[src/rtl/fifo_controller_if.sv]
// ============================================================================
// Module      : fifo_controller_if
// Description : Request/status inputs and datapath strobes of the FIFO controller.
// Revision    : 1.0 - initial release
// ============================================================================
`default_nettype none

interface fifo_controller_if;
  logic wr_req;
  logic rd_req;
  logic soft_clr;
  logic full;
  logic empty;
  logic ClearFIFO;
  logic ClearWriteBuff;
  logic ClearReadBuff;
  logic ClearPoint;
  logic ClearStaReg;
  logic LoadWriteBuff;
  logic LoadReadBuff;
  logic ChipEnable;
  logic OutEnable;
  logic Write;
  logic sel;
  logic EnableP;
  logic wr_ack;
  logic rd_ack;
  logic wr_err;
  logic rd_err;
  logic busy;

  modport slave (
    input  wr_req, rd_req, soft_clr, full, empty,
    output ClearFIFO, ClearWriteBuff, ClearReadBuff, ClearPoint, ClearStaReg,
    output LoadWriteBuff, LoadReadBuff, ChipEnable, OutEnable, Write, sel, EnableP,
    output wr_ack, rd_ack, wr_err, rd_err, busy
  );

  modport master (
    output wr_req, rd_req, soft_clr, full, empty,
    input  ClearFIFO, ClearWriteBuff, ClearReadBuff, ClearPoint, ClearStaReg,
    input  LoadWriteBuff, LoadReadBuff, ChipEnable, OutEnable, Write, sel, EnableP,
    input  wr_ack, rd_ack, wr_err, rd_err, busy
  );
endinterface

`default_nettype wire

[src/rtl/fifo_controller.sv]
// ============================================================================
// Module      : fifo_controller
// Description : Moore sequencer for the FIFO datapath with round-robin arbitration.
// Revision    : 1.0 - initial release
// ============================================================================
`default_nettype none

module fifo_controller #(
  parameter int INIT_CYCLES = 2,
  parameter int CNT_W       = 2
) (
  input  logic               clk,
  input  logic               Clear_n,
  fifo_controller_if.slave   bus
);

  typedef enum logic [3:0] {
    S_INIT   = 4'd0,
    S_IDLE   = 4'd1,
    S_W_LOAD = 4'd2,
    S_W_MEM  = 4'd3,
    S_W_PTR  = 4'd4,
    S_R_PTR  = 4'd5,
    S_R_MEM  = 4'd6,
    S_R_LOAD = 4'd7,
    S_SETTLE = 4'd8
  } state_t;

  state_t             state_q, state_d;
  logic [CNT_W-1:0]   cnt_q, cnt_d;
  logic               last_wr_q, last_wr_d;

  logic               w_wr_cand, w_rd_cand, w_serve_wr, w_serve_rd;

  // On a tie the direction not served last time wins.
  assign w_wr_cand  = bus.wr_req & ~bus.full;
  assign w_rd_cand  = bus.rd_req & ~bus.empty;
  assign w_serve_wr = w_wr_cand & (~w_rd_cand | ~last_wr_q);
  assign w_serve_rd = w_rd_cand & (~w_wr_cand |  last_wr_q);

  always_ff @(posedge clk or negedge Clear_n) begin
    if (!Clear_n) begin
      state_q   <= S_INIT;
      cnt_q     <= '0;
      last_wr_q <= 1'b0;
    end else begin
      state_q   <= state_d;
      cnt_q     <= cnt_d;
      last_wr_q <= last_wr_d;
    end
  end

  always_comb begin
    state_d   = state_q;
    cnt_d     = '0;
    last_wr_d = last_wr_q;
    case (state_q)
      S_INIT: begin
        if (cnt_q == CNT_W'(INIT_CYCLES - 1)) state_d = S_IDLE;
        else                                  cnt_d   = cnt_q + 1'b1;
      end
      S_IDLE: begin
        if (bus.soft_clr) begin
          state_d = S_INIT;
        end else if (w_serve_wr) begin
          state_d   = S_W_LOAD;
          last_wr_d = 1'b1;
        end else if (w_serve_rd) begin
          state_d   = S_R_PTR;
          last_wr_d = 1'b0;
        end
      end
      S_W_LOAD: state_d = S_W_MEM;
      S_W_MEM:  state_d = S_W_PTR;
      S_W_PTR:  state_d = S_SETTLE;
      S_R_PTR:  state_d = S_R_MEM;
      S_R_MEM:  state_d = S_R_LOAD;
      S_R_LOAD: state_d = S_SETTLE;
      S_SETTLE: state_d = S_IDLE;
      default:  state_d = S_INIT;
    endcase
  end

  always_comb begin
    bus.ClearFIFO      = 1'b0;
    bus.ClearWriteBuff = 1'b0;
    bus.ClearReadBuff  = 1'b0;
    bus.ClearPoint     = 1'b0;
    bus.ClearStaReg    = 1'b0;
    bus.LoadWriteBuff  = 1'b0;
    bus.LoadReadBuff   = 1'b0;
    bus.ChipEnable     = 1'b0;
    bus.OutEnable      = 1'b0;
    bus.Write          = 1'b0;
    bus.sel            = 1'b0;
    bus.EnableP        = 1'b0;
    bus.wr_ack         = 1'b0;
    bus.rd_ack         = 1'b0;
    bus.wr_err         = 1'b0;
    bus.rd_err         = 1'b0;
    bus.busy           = (state_q != S_IDLE);
    case (state_q)
      S_INIT: begin
        bus.ClearFIFO      = 1'b1;
        bus.ClearWriteBuff = 1'b1;
        bus.ClearReadBuff  = 1'b1;
        bus.ClearPoint     = 1'b1;
        bus.ClearStaReg    = 1'b1;
      end
      S_IDLE: begin
        // A soft clear swallows the requests of that cycle, errors included.
        bus.wr_err = ~bus.soft_clr & bus.wr_req & bus.full;
        bus.rd_err = ~bus.soft_clr & bus.rd_req & bus.empty;
      end
      S_W_LOAD: bus.LoadWriteBuff = 1'b1;
      S_W_MEM: begin
        bus.ChipEnable = 1'b1;
        bus.Write      = 1'b1;
      end
      S_W_PTR: begin
        bus.EnableP = 1'b1;
        bus.sel     = 1'b1;
        bus.wr_ack  = 1'b1;
      end
      S_R_PTR: bus.EnableP = 1'b1;
      S_R_MEM: begin
        bus.ChipEnable = 1'b1;
        bus.OutEnable  = 1'b1;
      end
      S_R_LOAD: begin
        bus.ChipEnable   = 1'b1;
        bus.OutEnable    = 1'b1;
        bus.LoadReadBuff = 1'b1;
        bus.rd_ack       = 1'b1;
      end
      default: ;
    endcase
  end

endmodule

`default_nettype wire
[src/flat_wrapper.sv]
// flat-port wrapper written by rule: the top's interface ports become plain ports
module fifo_controller_flat 
#(
  parameter int INIT_CYCLES = 2,
  parameter int CNT_W       = 2
)
  (clk, Clear_n, bus_wr_req, bus_rd_req, bus_soft_clr, bus_full, bus_empty, bus_ClearFIFO, bus_ClearWriteBuff, bus_ClearReadBuff, bus_ClearPoint, bus_ClearStaReg, bus_LoadWriteBuff, bus_LoadReadBuff, bus_ChipEnable, bus_OutEnable, bus_Write, bus_sel, bus_EnableP, bus_wr_ack, bus_rd_ack, bus_wr_err, bus_rd_err, bus_busy);
  fifo_controller_if bus_i ();
  input  logic clk;
  input  logic Clear_n;
  input wire logic [$bits(bus_i.wr_req)-1:0] bus_wr_req;
  input wire logic [$bits(bus_i.rd_req)-1:0] bus_rd_req;
  input wire logic [$bits(bus_i.soft_clr)-1:0] bus_soft_clr;
  input wire logic [$bits(bus_i.full)-1:0] bus_full;
  input wire logic [$bits(bus_i.empty)-1:0] bus_empty;
  output wire logic [$bits(bus_i.ClearFIFO)-1:0] bus_ClearFIFO;
  output wire logic [$bits(bus_i.ClearWriteBuff)-1:0] bus_ClearWriteBuff;
  output wire logic [$bits(bus_i.ClearReadBuff)-1:0] bus_ClearReadBuff;
  output wire logic [$bits(bus_i.ClearPoint)-1:0] bus_ClearPoint;
  output wire logic [$bits(bus_i.ClearStaReg)-1:0] bus_ClearStaReg;
  output wire logic [$bits(bus_i.LoadWriteBuff)-1:0] bus_LoadWriteBuff;
  output wire logic [$bits(bus_i.LoadReadBuff)-1:0] bus_LoadReadBuff;
  output wire logic [$bits(bus_i.ChipEnable)-1:0] bus_ChipEnable;
  output wire logic [$bits(bus_i.OutEnable)-1:0] bus_OutEnable;
  output wire logic [$bits(bus_i.Write)-1:0] bus_Write;
  output wire logic [$bits(bus_i.sel)-1:0] bus_sel;
  output wire logic [$bits(bus_i.EnableP)-1:0] bus_EnableP;
  output wire logic [$bits(bus_i.wr_ack)-1:0] bus_wr_ack;
  output wire logic [$bits(bus_i.rd_ack)-1:0] bus_rd_ack;
  output wire logic [$bits(bus_i.wr_err)-1:0] bus_wr_err;
  output wire logic [$bits(bus_i.rd_err)-1:0] bus_rd_err;
  output wire logic [$bits(bus_i.busy)-1:0] bus_busy;
  assign bus_i.wr_req = bus_wr_req;
  assign bus_i.rd_req = bus_rd_req;
  assign bus_i.soft_clr = bus_soft_clr;
  assign bus_i.full = bus_full;
  assign bus_i.empty = bus_empty;
  assign bus_ClearFIFO = bus_i.ClearFIFO;
  assign bus_ClearWriteBuff = bus_i.ClearWriteBuff;
  assign bus_ClearReadBuff = bus_i.ClearReadBuff;
  assign bus_ClearPoint = bus_i.ClearPoint;
  assign bus_ClearStaReg = bus_i.ClearStaReg;
  assign bus_LoadWriteBuff = bus_i.LoadWriteBuff;
  assign bus_LoadReadBuff = bus_i.LoadReadBuff;
  assign bus_ChipEnable = bus_i.ChipEnable;
  assign bus_OutEnable = bus_i.OutEnable;
  assign bus_Write = bus_i.Write;
  assign bus_sel = bus_i.sel;
  assign bus_EnableP = bus_i.EnableP;
  assign bus_wr_ack = bus_i.wr_ack;
  assign bus_rd_ack = bus_i.rd_ack;
  assign bus_wr_err = bus_i.wr_err;
  assign bus_rd_err = bus_i.rd_err;
  assign bus_busy = bus_i.busy;
  fifo_controller #(.INIT_CYCLES(INIT_CYCLES), .CNT_W(CNT_W)) u_core (.clk(clk), .Clear_n(Clear_n), .bus(bus_i));
endmodule
[config.mk]
export PLATFORM = sky130hd
export DESIGN_NAME = fifo_controller_flat
export DESIGN_NICKNAME = d
export VERILOG_FILES = /design/src/rtl/fifo_controller_if.sv /design/src/rtl/fifo_controller.sv /design/src/flat_wrapper.sv
export SDC_FILE = /design/constraint.sdc
export NUM_CORES = 1
export LEC_CHECK = 0
export CAP_MARGIN = 20
export CORE_UTILIZATION = 36
export DETAILED_ROUTE_END_ITERATION = 6
export PLACE_DENSITY = 0.73
export SETUP_SLACK_MARGIN = 0.02
export SYNTH_ARGS = -nofsm -noshare
export SYNTH_HDL_FRONTEND = slang
export SYNTH_SLANG_ARGS = --single-unit
[constraint.sdc]
create_clock -name clk -period 1.6 [get_ports clk]
set_input_delay 0.32 -clock clk [delete_from_list [all_inputs] [get_ports clk]]
set_output_delay 0.32 -clock clk [all_outputs]
set_load 0.05 [all_outputs]
==> results.sh <==
export IMPL_status="finished with violations"
export IMPL_violations="setup timing"
export IMPL_fmax_mhz=530.6
export IMPL_period_needed_ns=1.885
export IMPL_cts_tree="done"
export IMPL_ys_seq_area_share_pct=32.26
export IMPL_antenna_cells=0
export IMPL_ctsHoldBuffers=0
export IMPL_drtIter0Drc=33
export IMPL_gr_total_overflow=0
export IMPL_die_w_microns=40.84
export IMPL_clk_latency_ns=0.26
export IMPL_worst_setup_path_start_kind="flip-flop"
export IMPL_rsz0062_at_grt="yes"
export IMPL_clock_skew_ns=0.01154
export IMPL_netlist_instances=62
export IMPL_syn_cell_area_sq_um=543.0
export IMPL_async_flop_share_pct=100.0
export IMPL_numPortBuffers=23
export IMPL_cp_max_fo=2
export IMPL_ir_drop_mv=1.879
export IMPL_finalMaxSlewViolations=0
export IMPL_gp_congestion=0.7616
export IMPL_slew_headroom_pct=76.34
export IMPL_syn_avg_cell_area_sq_um=8.758
export IMPL_placed_cell_area_sq_um=1040
export IMPL_drv_cap=0
export IMPL_finalHoldViolCount=0
export IMPL_drive_gt1_share_pct=65.69
export IMPL_clockBufferDepth=2
export IMPL_crit_required_ns=1.28
export IMPL_drt_wl_total_microns=2672
export IMPL_vias=681
export IMPL_yosysWarnings=0
export IMPL_crit_arrival_ns=1.56
export IMPL_core_area_sq_um=1350
export IMPL_criticalPathCategory="flip-flop to output pin"
export IMPL_worst_pin_slew_ns=0.3542
export IMPL_final_setup_tns_ns=-2.807
export IMPL_cts_sinks=7
export IMPL_synth_edf_count=0
export IMPL_antenna_found_initial=0
export IMPL_n_fill_cell=32
export IMPL_wl_per_cell_microns=22.84
export IMPL_area_growth_pct=136.9
export IMPL_synth_top_flop_cell="dfrtp_1"
export IMPL_cellPowerDensity_nw_per_um2=2504
export IMPL_rows=13
export IMPL_nNetsFinal=110
export IMPL_grt_pass1_vias=618
export IMPL_synth_cell_types=32
export IMPL_worstHoldPathType="input pin to async pin"
export IMPL_end_kind="output pin"
export IMPL_final_area_sq_um=1286
export IMPL_cts_buffers=3
export IMPL_fin_util_pct=95.27
export IMPL_path_clk_slew_ns=0.06
export IMPL_dp_hpwl_microns=1104
export IMPL_ios=24
export IMPL_initial_core_util_pct=40.22
export IMPL_setup_viol=16
export IMPL_postLayoutSetupSlackWorst_ns=-0.2847
export IMPL_drcViolationCount=0
export IMPL_die_height_microns=40.84
export IMPL_grt_pass1_wl_microns=3077
export IMPL_ctsHtreeMaxLevel=1
export IMPL_leakagePower_nw=0.5450
export IMPL_place_inst=105
export IMPL_root_buffer="clkbuf_4"
export IMPL_via_per_inst=5.821
export IMPL_period_share_pct=117.8
export IMPL_synth_seq_cells=7
export IMPL_grt_max_degree=8
export IMPL_die_area_sq_um=1668
export IMPL_ant_nets=0
export IMPL_fin_cells=117
export IMPL_grt_use_total_pct=29.09
export IMPL_syn_nets=69
export IMPL_first_pass_iters=4
## metal layers
metal | wire length (microns) | vias up | track usage [%] | share of wire (%)
li1 | - | 293 | - | -
met1 | 994 | 329 | 36.49 | 37
met2 | 1413 | 51 | 48.83 | 53
met3 | 212 | 8 | 6.522 | 7.9
met4 | 53 | 0 | 9.167 | 2.0
met5 | 0 | - | 0 | 0
## power by group
part           internal (mW)  switching (mW)
Clock                 0.0958          0.0741
Sequential             0.246          0.0817
Combinational           1.34            1.39
## cell usage in the layout (no fill, tap or decap), types with 2 or more instances in the layout
master,n
clkdlybuf4s50_1,6
and2_4,2
buf_6,11
inv_1,2
nor2_4,3
nor2b_1,3
dfrtp_1,5
buf_4,11
dfrtp_2,2
nand2_1,2
clkbuf_4,3
nand2b_1,2
buf_8,2
nor4_4,2
buf_12,16
and3_4,4
## final cells by class
| class | count | area, sq um | area share, % |
|---|---|---|---|
| timing repair buffer | 46 | 616.8 | 47.96 |
| multi-input combinational | 42 | 435.4 | 33.85 |
| sequential | 7 | 177.7 | 13.81 |
| clock buffer | 4 | 26.28 | 2.043 |
| tap | 15 | 18.77 | 1.459 |
| inverter | 3 | 11.26 | 0.8755 |
## cells by family after synthesis
group           after synthesis  synth area share (%)
simple gates                 32                 36.87
flops                         7                 32.26
buf+inv                      13                 15.44
xor+xnor                      1                 1.613
compound gates                9                 13.82
## worst max-delay path, stage by stage, from the launching register on
cell     delay [ns]
dfrtp_1        0.43
nor4b_4        0.33
inv_2          0.09
nor2_4         0.10
and3_4         0.21
buf_12         0.14
## through the flow
| stage | hold WS, ns | setup slack, ns | total power, mW |
|---|---|---|---|
| floorplan | 0.02441 | -0.3660 | 1.652 |
| global placement | 0.4735 | -0.05795 | 2.424 |
| detailed placement | 0.4857 | -0.1159 | 2.453 |
| CTS | 0.3349 | -0.2187 | 2.957 |
| global route | 0.3401 | -0.3385 | 3.314 |
| finish | 0.3174 | -0.2847 | 3.220 |
## state kept, by name (all words and copies together), names as in the netlist
register	cells
u_core.cnt_q	2
u_core.last_wr_q	1
u_core.state_q	4
## final timing paths
path	start	end	slack, ns	cells after the start
setup / recovery	u_core.state_q[1]	bus_rd_err	-0.28	5
hold / removal	Clear_n	u_core.state_q[0]	0.32	1
setup reg to reg	u_core.state_q[1]	u_core.state_q[2]	0.03	5
hold reg to reg	u_core.last_wr_q	u_core.last_wr_q	0.54	1
max in group asynchronous	Clear_n	u_core.state_q[2]	1.02	1
min in group clk	u_core.last_wr_q	u_core.last_wr_q	0.54	1
## what timing repair did
| action | 4_1_cts | 5_1_grt |
|---|---|---|
| resized for setup | 26 | 11 |
| endpoints found under the setup margin | 17 | 18 |
| pin swaps | 7 | 7 |
| buffers inserted | 8 | 4 |
| gates cloned | 0 | 0 |
## synthesized netlist by cell type, drive strengths merged (2+ instances only)
cell    instances  area share, %
and2            3            3.5
and3            4            4.6
buf             9             13
dfrtp           7             32
inv             3            2.1
nand2           2            1.4
nand2b          3            3.5
nor2            5            3.5
nor2b           4            4.6
nor3            2            1.8
nor4            2            3.5
or2             2            2.3
(Power assumes the default switching activity.)
